<file path="src/rtl/bit_serializer.sv">
// -----------------------------------------------------------------------------
// bit_serializer
//
// Parallel-to-serial front end for the sequence-detect path. Accepts WIDTH-bit
// words over a valid/ready handshake and emits them MSB-first, one bit per clk,
// on ser_out with a qualifying ser_valid strobe.
//
// Optional feature: define SER_PARITY_EN to append one even-parity bit
// (XOR of the accepted word) after the last data bit of every word.
//
// Parameters:
//   WIDTH       data word width in bits (2..32)
//   IDLE_LEVEL  level driven on ser_out whenever ser_valid is 0
//
// Ports:
//   clk         system clock, rising edge
//   rst         asynchronous reset, active-high
//   word_in     parallel word, sampled only on the accept edge
//   word_valid  upstream has a word on word_in
//   word_ready  block can accept a word this cycle (combinational)
//   ser_out     serial data bit, MSB first (registered)
//   ser_valid   ser_out carries a data/parity bit this cycle (registered)
//   busy        a word is in flight (registered)
// -----------------------------------------------------------------------------
module bit_serializer #(
    parameter int   WIDTH      = 8,
    parameter logic IDLE_LEVEL = 1'b0
) (
    input  logic             clk,
    input  logic             rst,
    input  logic [WIDTH-1:0] word_in,
    input  logic             word_valid,
    output logic             word_ready,
    output logic             ser_out,
    output logic             ser_valid,
    output logic             busy
);

    localparam int                CNT_W    = $clog2(WIDTH + 1);
    localparam logic [CNT_W-1:0]  LAST_CNT = CNT_W'(WIDTH - 1);
    localparam logic [CNT_W-1:0]  CNT_ONE  = CNT_W'(1);
    localparam logic [CNT_W-1:0]  CNT_ZERO = CNT_W'(0);

    typedef enum logic [1:0] {
        ST_IDLE   = 2'd0,
`ifdef SER_PARITY_EN
        ST_SHIFT  = 2'd1,
        ST_PARITY = 2'd2
`else
        ST_SHIFT  = 2'd1
`endif
    } state_t;

`ifdef SER_PARITY_EN
    // Even parity of a data word: the bit that makes the total count of ones even.
    function automatic logic even_parity(input logic [WIDTH-1:0] d);
        return ^d;
    endfunction
`endif

    state_t             state_r;
    state_t             state_s;
    logic [WIDTH-1:0]   shreg_r;
    logic [WIDTH-1:0]   shreg_s;
    logic [CNT_W-1:0]   cnt_r;
    logic [CNT_W-1:0]   cnt_s;
`ifdef SER_PARITY_EN
    logic               par_r;
    logic               par_s;
`endif
    logic               ser_out_r;
    logic               ser_out_s;
    logic               ser_valid_r;
    logic               ser_valid_s;
    logic               busy_r;
    logic               busy_s;
    logic               ready_s;
    logic               last_bit_s;
    logic               accept_s;

    // Handshake decode: ready depends only on state, counter and reset.
    always_comb begin
        ready_s    = 1'b0;
        last_bit_s = (state_r == ST_SHIFT) && (cnt_r == LAST_CNT);
        if (rst) begin
            ready_s = 1'b0;
        end else begin
            case (state_r)
                ST_IDLE:   ready_s = 1'b1;
`ifdef SER_PARITY_EN
                // With parity the next word is taken while the parity bit is out.
                ST_SHIFT:  ready_s = 1'b0;
                ST_PARITY: ready_s = 1'b1;
`else
                // Taking the next word on the last bit gives gap-free frames.
                ST_SHIFT:  ready_s = last_bit_s;
`endif
                default:   ready_s = 1'b0;
            endcase
        end
    end

    assign accept_s   = word_valid & ready_s;
    assign word_ready = ready_s;

    // Next-state, shift register and counter update.
    always_comb begin
        state_s = state_r;
        shreg_s = shreg_r;
        cnt_s   = cnt_r;
`ifdef SER_PARITY_EN
        par_s   = par_r;
`endif
        case (state_r)
            ST_IDLE: begin
                if (accept_s) begin
                    state_s = ST_SHIFT;
                    shreg_s = word_in;
                    cnt_s   = CNT_ZERO;
`ifdef SER_PARITY_EN
                    par_s   = even_parity(word_in);
`endif
                end else begin
                    state_s = ST_IDLE;
                end
            end
            ST_SHIFT: begin
                if (cnt_r == LAST_CNT) begin
`ifdef SER_PARITY_EN
                    state_s = ST_PARITY;
`else
                    if (accept_s) begin
                        state_s = ST_SHIFT;
                        shreg_s = word_in;
                        cnt_s   = CNT_ZERO;
                    end else begin
                        state_s = ST_IDLE;
                    end
`endif
                end else begin
                    shreg_s = {shreg_r[WIDTH-2:0], 1'b0};
                    cnt_s   = cnt_r + CNT_ONE;
                end
            end
`ifdef SER_PARITY_EN
            ST_PARITY: begin
                if (accept_s) begin
                    state_s = ST_SHIFT;
                    shreg_s = word_in;
                    cnt_s   = CNT_ZERO;
                    par_s   = even_parity(word_in);
                end else begin
                    state_s = ST_IDLE;
                end
            end
`endif
            default: begin
                state_s = ST_IDLE;
                shreg_s = {WIDTH{1'b0}};
                cnt_s   = CNT_ZERO;
            end
        endcase
    end

    // Output values for the next cycle, derived from the next state so the
    // serial outputs can be registered without adding a cycle of latency.
    always_comb begin
        ser_valid_s = (state_s != ST_IDLE);
        busy_s      = (state_s != ST_IDLE);
        case (state_s)
            ST_SHIFT:  ser_out_s = shreg_s[WIDTH-1];
`ifdef SER_PARITY_EN
            ST_PARITY: ser_out_s = par_s;
`endif
            default:   ser_out_s = IDLE_LEVEL;
        endcase
    end

    // State and datapath registers; reset discards any word in flight.
    always_ff @(posedge clk or posedge rst) begin
        if (rst) begin
            state_r <= ST_IDLE;
            shreg_r <= {WIDTH{1'b0}};
            cnt_r   <= CNT_ZERO;
`ifdef SER_PARITY_EN
            par_r   <= 1'b0;
`endif
        end else begin
            state_r <= state_s;
            shreg_r <= shreg_s;
            cnt_r   <= cnt_s;
`ifdef SER_PARITY_EN
            par_r   <= par_s;
`endif
        end
    end

    // Registered serial outputs.
    always_ff @(posedge clk or posedge rst) begin
        if (rst) begin
            ser_out_r   <= IDLE_LEVEL;
            ser_valid_r <= 1'b0;
            busy_r      <= 1'b0;
        end else begin
            ser_out_r   <= ser_out_s;
            ser_valid_r <= ser_valid_s;
            busy_r      <= busy_s;
        end
    end

    assign ser_out   = ser_out_r;
    assign ser_valid = ser_valid_r;
    assign busy      = busy_r;

endmodule

</file>
<file path="config.mk">
export PLATFORM = sky130hd
export DESIGN_NAME = bit_serializer
export DESIGN_NICKNAME = d
export VERILOG_FILES = /design/src/rtl/bit_serializer.sv
export SDC_FILE = /design/constraint.sdc
export NUM_CORES = 1
export LEC_CHECK = 0
export CAP_MARGIN = 20
export CORE_ASPECT_RATIO = 1.25
export CORE_MARGIN = 2
export CORE_UTILIZATION = 35
export DETAILED_ROUTE_END_ITERATION = 16
export PLACE_DENSITY_LB_ADDON = 0.05
export SYNTH_ARGS = -nofsm -noshare
export SYNTH_HDL_FRONTEND = slang
export SYNTH_SLANG_ARGS = --single-unit
</file>
<file path="constraint.sdc">
create_clock -name clk -period 1.79 [get_ports clk]
set_input_delay 0.2685 -clock clk [delete_from_list [all_inputs] [get_ports clk]]
set_output_delay 0.2685 -clock clk [all_outputs]
set_load 0.05 [all_outputs]
</file>
**Word level (Yosys, flattened, before mapping)**

Index checks and enable logic that the tools add are counted.

- Logic and storage cells: 25
- Register bits: 16

- Add/sub/neg operators: 1
- Equal/unequal tests: 3
- Bitwise logic cells: 1
- Mux-type cells: 12
- Reduce and logical (&&, ||, !) cells: 3

Operators by type and width:

| cell | number |
|---|---|
| $mux W8 | 2 |
| $pmux W8 S2 | 1 |
| $mux W4 | 2 |
| $pmux W4 S2 | 1 |
| $add A4 B1 Y4 const B | 1 |
| $eq A2 B1 Y1 const B | 2 |
| $eq A4 B3 Y1 const B | 1 |
| $pmux W2 S2 | 1 |
| $mux W1 | 3 |
| $logic_not A2 Y1 | 1 |
| $mux W2 | 1 |
| $pmux W1 S2 | 1 |
| $reduce_bool A2 Y1 | 1 |
| $and A1 B1 Y1 | 1 |
| $logic_and A1 B1 Y1 | 1 |

**Longest topological paths before layout**

Gate-level depths: netlist of run 1.

- Depth after elaboration: 10
- Mapped depth: 5
- Gate-level depth less buffers: 4

**Least setup slack after synthesis of run 1**

OpenSTA, ideal clock, no wires.

- Path type: flip-flop to output port
- Start: register cnt_r[0]
- End: output port word_ready
- Slack: 0.155 ns
- Cell stages (with the launch flop): 6
- Path buffers: 1
- Arrival time: 1.366 ns
- Cell sequence: dfrtp_1 ha_1 nand3b_1 nand2_1 buf_2 and3_1

- Longest elaborated chain between the ends: 4

Ends and longest elaborated chain:

| item | line | source |
|---|---|---|
| from (decl) | 65 | `logic [CNT_W-1:0] cnt_r;` |
| from (signal assigned) | 191 | `cnt_r <= cnt_s;` |
| $eq A4 B3 Y1 | 84 | `last_bit_s = (state_r == ST_SHIFT) && (cnt_r == LAST_CNT);` |
| $logic_and A1 B1 Y1 | 84 |  |
| $pmux W1 S2 | 88 | `case (state_r)` |
| $mux W1 | 85 | `if (rst) begin` |
| to (decl) | 33 | `output logic word_ready,` |

No other way between the ends.

**Final worst setup path of run 1**

- Start: register busy_r, in the netlist busy
- End: output port busy

RTL lines:

| item | line | source |
|---|---|---|
| from (decl) | 75 | `logic busy_r;` |
| from (signal assigned) | 207 | `busy_r <= busy_s;` |
| to (decl) | 36 | `output logic busy` |

No word-level cell between the ends.

==> metrics.yaml, run 1 <==
synth_seq_area_share: 0.4792
ys_warn_count: 0
drt_iter0_drc: 14
port_buffers: 14
place_congestion: 0.7715
cellLeakagePower_nw: 0.4343
crit_type: "reg2out"
cp_max_fo: 2
dr.pass1.iters: 4
timing.rr.start: "cnt_r[1]"
place_worst_setup_slack_ps: 154.7
status: "completed"
rr_worst_depth: 6
layout-drive-gt1-share: 0.1720
period_minus_slack_ps: 1700
crit_buf_inv: 1
insertion_delay_ps: 290
startpoint_type: "flip-flop"
dpl_cell_area_um2: 948.4
track_usage: 0.1580
fin_util: 0.4679
setup_violations: 0
htree_num_levels: 1
dp_hpwl_um: 1140
fin_skew_ps: 5.672
cts_buffers: 3
post-route-drc-count: 0
post_synth.cell_area_avg_um2: 10.31
core_um2: 2163
drv_slew: 0
final_common_cell: "dfrtp_1"
hold_viol_final: 0
std_cell_rows: 19
ff2ff_setup_slack_ps: 250
clock-sinks: 15
cts_tree: "yes"
die_h_um: 56.89
yosysTopAreaCell: "dfrtp_1"
fin_ws_ps: 90.05
cp_slowest_cell: "clkdlybuf4s50_1"
diodes: 0
finalCritPeriodShare: 0.9497
grt_pass1_wl_um: 2925
io_pins: 15
top_usage_layer: "met1"
use_met3: 0.03537
grtUsageMet2: 0.2143
fin_nets: 106
fin_setup_tns_ps: 0
grt_pass1_vias: 635
cts_buffer_depth: 2
slowest_delay_ps: 790
die_area_um2: 2635
synth_top_cell_area_share: 0.4792
antenna_found_initial: 0
synthCells: 76
routedWlPerCell_um: 13.63
gr-total-overflow: 0
ys_ff_latch: 15
die_w_um: 46.31
clk_pin_slew_worst_paths_ps: 90
fmax_mhz: 588.3
power_density_nw_per_um2: 698.1
syn_to_final_growth_pct: 29.23
root_buffer: "clkbuf_4"
cap_violations: 0
layout_common_cells: "dfrtp_1, clkdlybuf4s50_1, buf_4"
synth_fp_nets: 88
required_ps: 1520
routed-via-count: 641
wirelength_um: 1690
drtAntennaViolNets: 0
cp_cell_sequence: "clkdlybuf4s50_1"
hold_buffers: 0
reg2reg_to: "shreg_r[6]"
synth.area.top_cells: "dfrtp_1, a221oi_1, mux2i_1"
netlist_area_um2: 783.3
endpoint_kind: "output pin"
stdcell_area_um2: 1012
cp_top_family: "buffers and inverters"
ir_drop_mv: 0.4303
start_util: 0.3621
grt_max_degree: 16
worstHoldPathType: "in2async"
viasPerCell: 5.169
use_met1: 0.2249
power_mw: 0.7067
synth_cell_type_count: 28
cp_data_arrival_time_ps: 1430
kinds of logic (layout without fill, tap and decap cells):
group                    Yosys count  count (layout)  synth area share
AND/OR/NAND/NOR                   22              22            0.1598
AO/OA/AOI/OAI                     19              19            0.1805
flip-flops                        15              15            0.4792
buffers and inverters             12              29           0.08306
multiplexers                       6               6           0.07668
adder cells (fa/ha/maj)            1               1           0.01597
other                              1               1          0.004788
where the power goes:
part           switching (mW)  internal [mW]  total (mW)
Sequential             0.0129          0.358       0.371
Clock                   0.110         0.0868       0.197
Combinational          0.0712         0.0675       0.139
final cells by class:
| type | instances | area (um2) |
|---|---|---|
| clock buffers | 4 | 26.28 |
| fillers | 205 | 1151 |
| inverters | 3 | 11.26 |
| multi-input cells | 49 | 350.3 |
| flip-flops and latches | 15 | 375.4 |
| well taps | 31 | 38.79 |
| repair buffers | 22 | 210.2 |
routing by layer:
layer	routed length, um	share of wire	vias up
li1	-	-	311
met3	77	0.046	5
met4	47	0.028	0
met1	805	0.48	308
met2	760	0.45	17
met5	0	0	-
state kept, by name, indices dropped and copies added (netlist names):
name     count
shreg_r      7
cnt_r        4
state_r      2
busy         1
ser_out      1
per-stage QoR:
stage               hold WS [ps]  std cells
detailed placement         518.4        116
finish                     443.8        124
global placement           517.6        116
floorplan                  175.2         76
CTS                        427.9        122
global route               505.4        124
what timing repair did:
item / 4_1_cts / 5_1_grt
gates cloned: 0 / 0
buffers inserted: 2 / 2
endpoints found under the setup margin: 1 / 1
gates resized for setup: 1 / 1
pin swaps: 0 / 1
Yosys cell counts (all sizes together):
master and instances:
o21ai 1, nand2 4, o41ai 1, a221oi 7, o2111ai 1, nor4b 1, conb 1, nand2b 1
nor2 6, clkbuf 2, a31o 1, o211ai 2, and3 1, a21oi 5, nand4 1, and3b 2
inv 3, nand3 3, ha 1, or3 1, mux2i 6, dfrtp 15, nand3b 1, buf 7
o2bb2ai 1, nor2b 1
worst max path at each step:
stage | from | endpoint | cells after the start
4_1_cts | cnt_r[0] | word_ready | 5
6_report | busy | busy | 1
3_5_place_dp | word_valid | shreg_r[6] | 4
2_1_floorplan | cnt_r[0] | word_ready | 5
5_1_grt | cnt_r[1] | word_ready | 5
3_3_place_gp | word_valid | shreg_r[1] | 4
Note: power is estimated with default switching activity, not from simulation.
==> run 2, diff against run 1 <==
--- a/config.mk
+++ b/config.mk
@@ -7,7 +7,6 @@
 export LEC_CHECK = 0
 export CAP_MARGIN = 20
 export CORE_ASPECT_RATIO = 1.25
-export CORE_MARGIN = 2
 export CORE_UTILIZATION = 35
 export DETAILED_ROUTE_END_ITERATION = 16
 export PLACE_DENSITY_LB_ADDON = 0.05
==> constraint.sdc (replaced) <==
create_clock -name clk -period 1.8 [get_ports clk]
set_input_delay 0.27 -clock clk [delete_from_list [all_inputs] [get_ports clk]]
set_output_delay 0.27 -clock clk [all_outputs]
set_load 0.05 [all_outputs]
==> run 2 against run 1 <==
Compared with the run above:
- worst setup slack worse by 21 ps
- routed wire length grew 4.1%
- flip-flop and latch count is the same
- critical path type unchanged
==> metrics.yaml, run 2 (synthesized netlist as in run 1, its figures left out) <==
status: "completed"
worstMarginPinSlew_ps: 497.8
cts_buffers: 3  # unchanged
combPwrFrac: 0.193  # -0.003
post-route-drc-count: 0  # unchanged
critical_path_depth: 5  # +4
slowest_delay_ps: 410  # -380 ps
routed-via-count: 645  # +0.62%
reg_top3: "shreg_r (7), cnt_r (4), state_r (2)"
cp_max_fo: 4  # +2
layout_common_cells: "dfrtp_1, clkdlybuf4s50_1, a221oi_1"
power_frac_seq: 0.526  # about the same
cp_cell_sequence: "ha_2 -> nand3b_1 -> nand2_1 -> and3_1 -> buf_12"
layout-drive-gt1-share: 0.1538  # -0.01820
port_buffers: 14  # unchanged
core_um2: 2049  # -5.3%
std_cell_rows: 18  # -1
final_common_cell: "dfrtp_1"
worstHoldPathType: "in2async"
fmax_mhz: 577.7
cts_buffer_depth: 2  # unchanged
crit_buf_inv: 1  # unchanged
cp_slowest_cell: "dfrtp_1"
antenna_found_initial: 0  # unchanged
dp_hpwl_um: 1155  # +1.3%
internal_power_mw: 0.5027  # -1.9%
relSlewSlack: 0.6671
drv_slew: 0  # unchanged
fin_skew_ps: 5.553  # -0.1194 ps
gr-total-overflow: 0  # unchanged
rsz0062_at_grt: "false"
cap_violations: 0  # unchanged
cp_top_family: "flip-flops"
grt_max_degree: 16  # unchanged
power_mw: 0.7005  # -0.87%
track_usage: 0.1598  # +0.001790
grt_pass1_vias: 598  # -5.8%
insertion_delay_ps: 290  # about the same
required_ps: 1530  # about the same
root_buffer: "clkbuf_4"
fin_setup_tns_ps: 0  # unchanged
clkPwrFrac: 0.281  # +0.002
die_w_um: 44.31  # -4.3%
clk_pin_slew_worst_paths_ps: 100  # about the same
die_h_um: 54.89  # -3.5%
wirelength_um: 1759  # +4.1%
cp_data_arrival_time_ps: 1460  # +30 ps
die_area_um2: 2432  # -7.7%
period_minus_slack_ps: 1731
stdcell_area_um2: 992.2  # -2.0%
drt_iter0_drc: 18  # +4
io_pins: 15  # unchanged
drtAntennaViolNets: 0  # unchanged
finalCritPeriodShare: 0.9617
startpoint_type: "flip-flop"
routedWlPerCell_um: 14.54  # +6.7%
switching_share: 0.2825  # +0.007387
syn_to_final_growth_pct: 26.68
p_switching_mw: 0.1979  # +1.8%
setup_violations: 0  # unchanged
htree_num_levels: 1  # unchanged
cellLeakagePower_nw: 0.4282  # -1.4%
largest_register: "shreg_r"
viasPerCell: 5.331  # +3.1%
dpl_cell_area_um2: 947.2  # -0.13%
place_congestion: 0.8167  # +5.9%
dr.pass1.iters: 4  # unchanged
ff2ff_setup_slack_ps: 370  # +120 ps
ir_drop_mv: 0.5491  # +28%
hold_viol_final: 0  # unchanged
power_density_nw_per_um2: 706.0  # +1.1%
clock-sinks: 15  # unchanged
grt_pass1_wl_um: 2711  # -7.3%
cts_tree: "yes"
start_util: 0.3822  # +0.02011
largest_register_ffs: 7  # unchanged
rr_worst_depth: 5  # -1
diodes: 0  # unchanged
fin_nets: 104  # -1.9%
hold_buffers: 0  # unchanged
endpoint_kind: "output pin"
crit_type: "reg2out"
==> run 2: changes by cell type in the layout (fill, tap and decap cells not counted) <==
cell	delta
buf_4	-2
and3_1	+1
and3_4	-1
clkbuf_1	-1
clkinv_2	+1
==> run 2: area by class of cell <==
class	instances	area, um2
tap	30	37.54
timing repair buffer	20	195.2
clock inverter	1	5.005
inverter	3	11.26
multi-input combinational	49	345.3
fill	198	1057
sequential	15	375.4
clock buffer	3	22.52
==> run 2: repair_timing <==
action | CTS | global route
setup endpoints to repair | 1 | 1
gates resized for setup | 0 | 1
cloned | 0 | 0
setup buffers | 1 | 1
==> run 2: worst min-delay path, stage by stage <==
cell and delay [ps]:
clkdlybuf4s50_1 480, inv_1 110, buf_4 240
==> run 2: worst paths after layout <==
check / start / endpoint
setup reg to reg: cnt_r[0] / cnt_r[3]
min in group clk: cnt_r[3] / cnt_r[3]
hold reg to reg: cnt_r[3] / cnt_r[3]
setup / recovery: cnt_r[0] / word_ready
max in group asynchronous: rst / cnt_r[1]
hold / removal: rst / ser_out
==> run 2: metrics by stage <==
step                setup slack, ps  std cells    util  hold slack (ps)
global route                  7.658        121  0.4841            477.2
CTS                           5.468        120  0.4792            442.4
finish                        69.02        121  0.4841            444.7
global placement              181.0        115  0.4621            518.9
detailed placement            182.9        115  0.4621            517.5
floorplan                     163.8         76       -            176.7
==> run 2: power groups by stage <==
stage	sequential, mW	clock [mW]	combinational, mW
2_1_floorplan	0.379	0	0.0796
3_3_place_gp	0.376	0	0.130
3_5_place_dp	0.376	0	0.131
4_1_cts	0.369	0.206	0.135
5_1_grt	0.371	0.213	0.147
6_report	0.369	0.197	0.135
==> run 2: routing by layer <==
| metal | track usage | vias to the layer above | part of all wire |
|---|---|---|---|
| met5 | 0 | - | 0 |
| met4 | 0.1061 | 0 | 0.022 |
| met3 | 0.02273 | 4 | 0.042 |
| met2 | 0.2377 | 21 | 0.45 |
| met1 | 0.2154 | 312 | 0.49 |
| li1 | - | 308 | - |
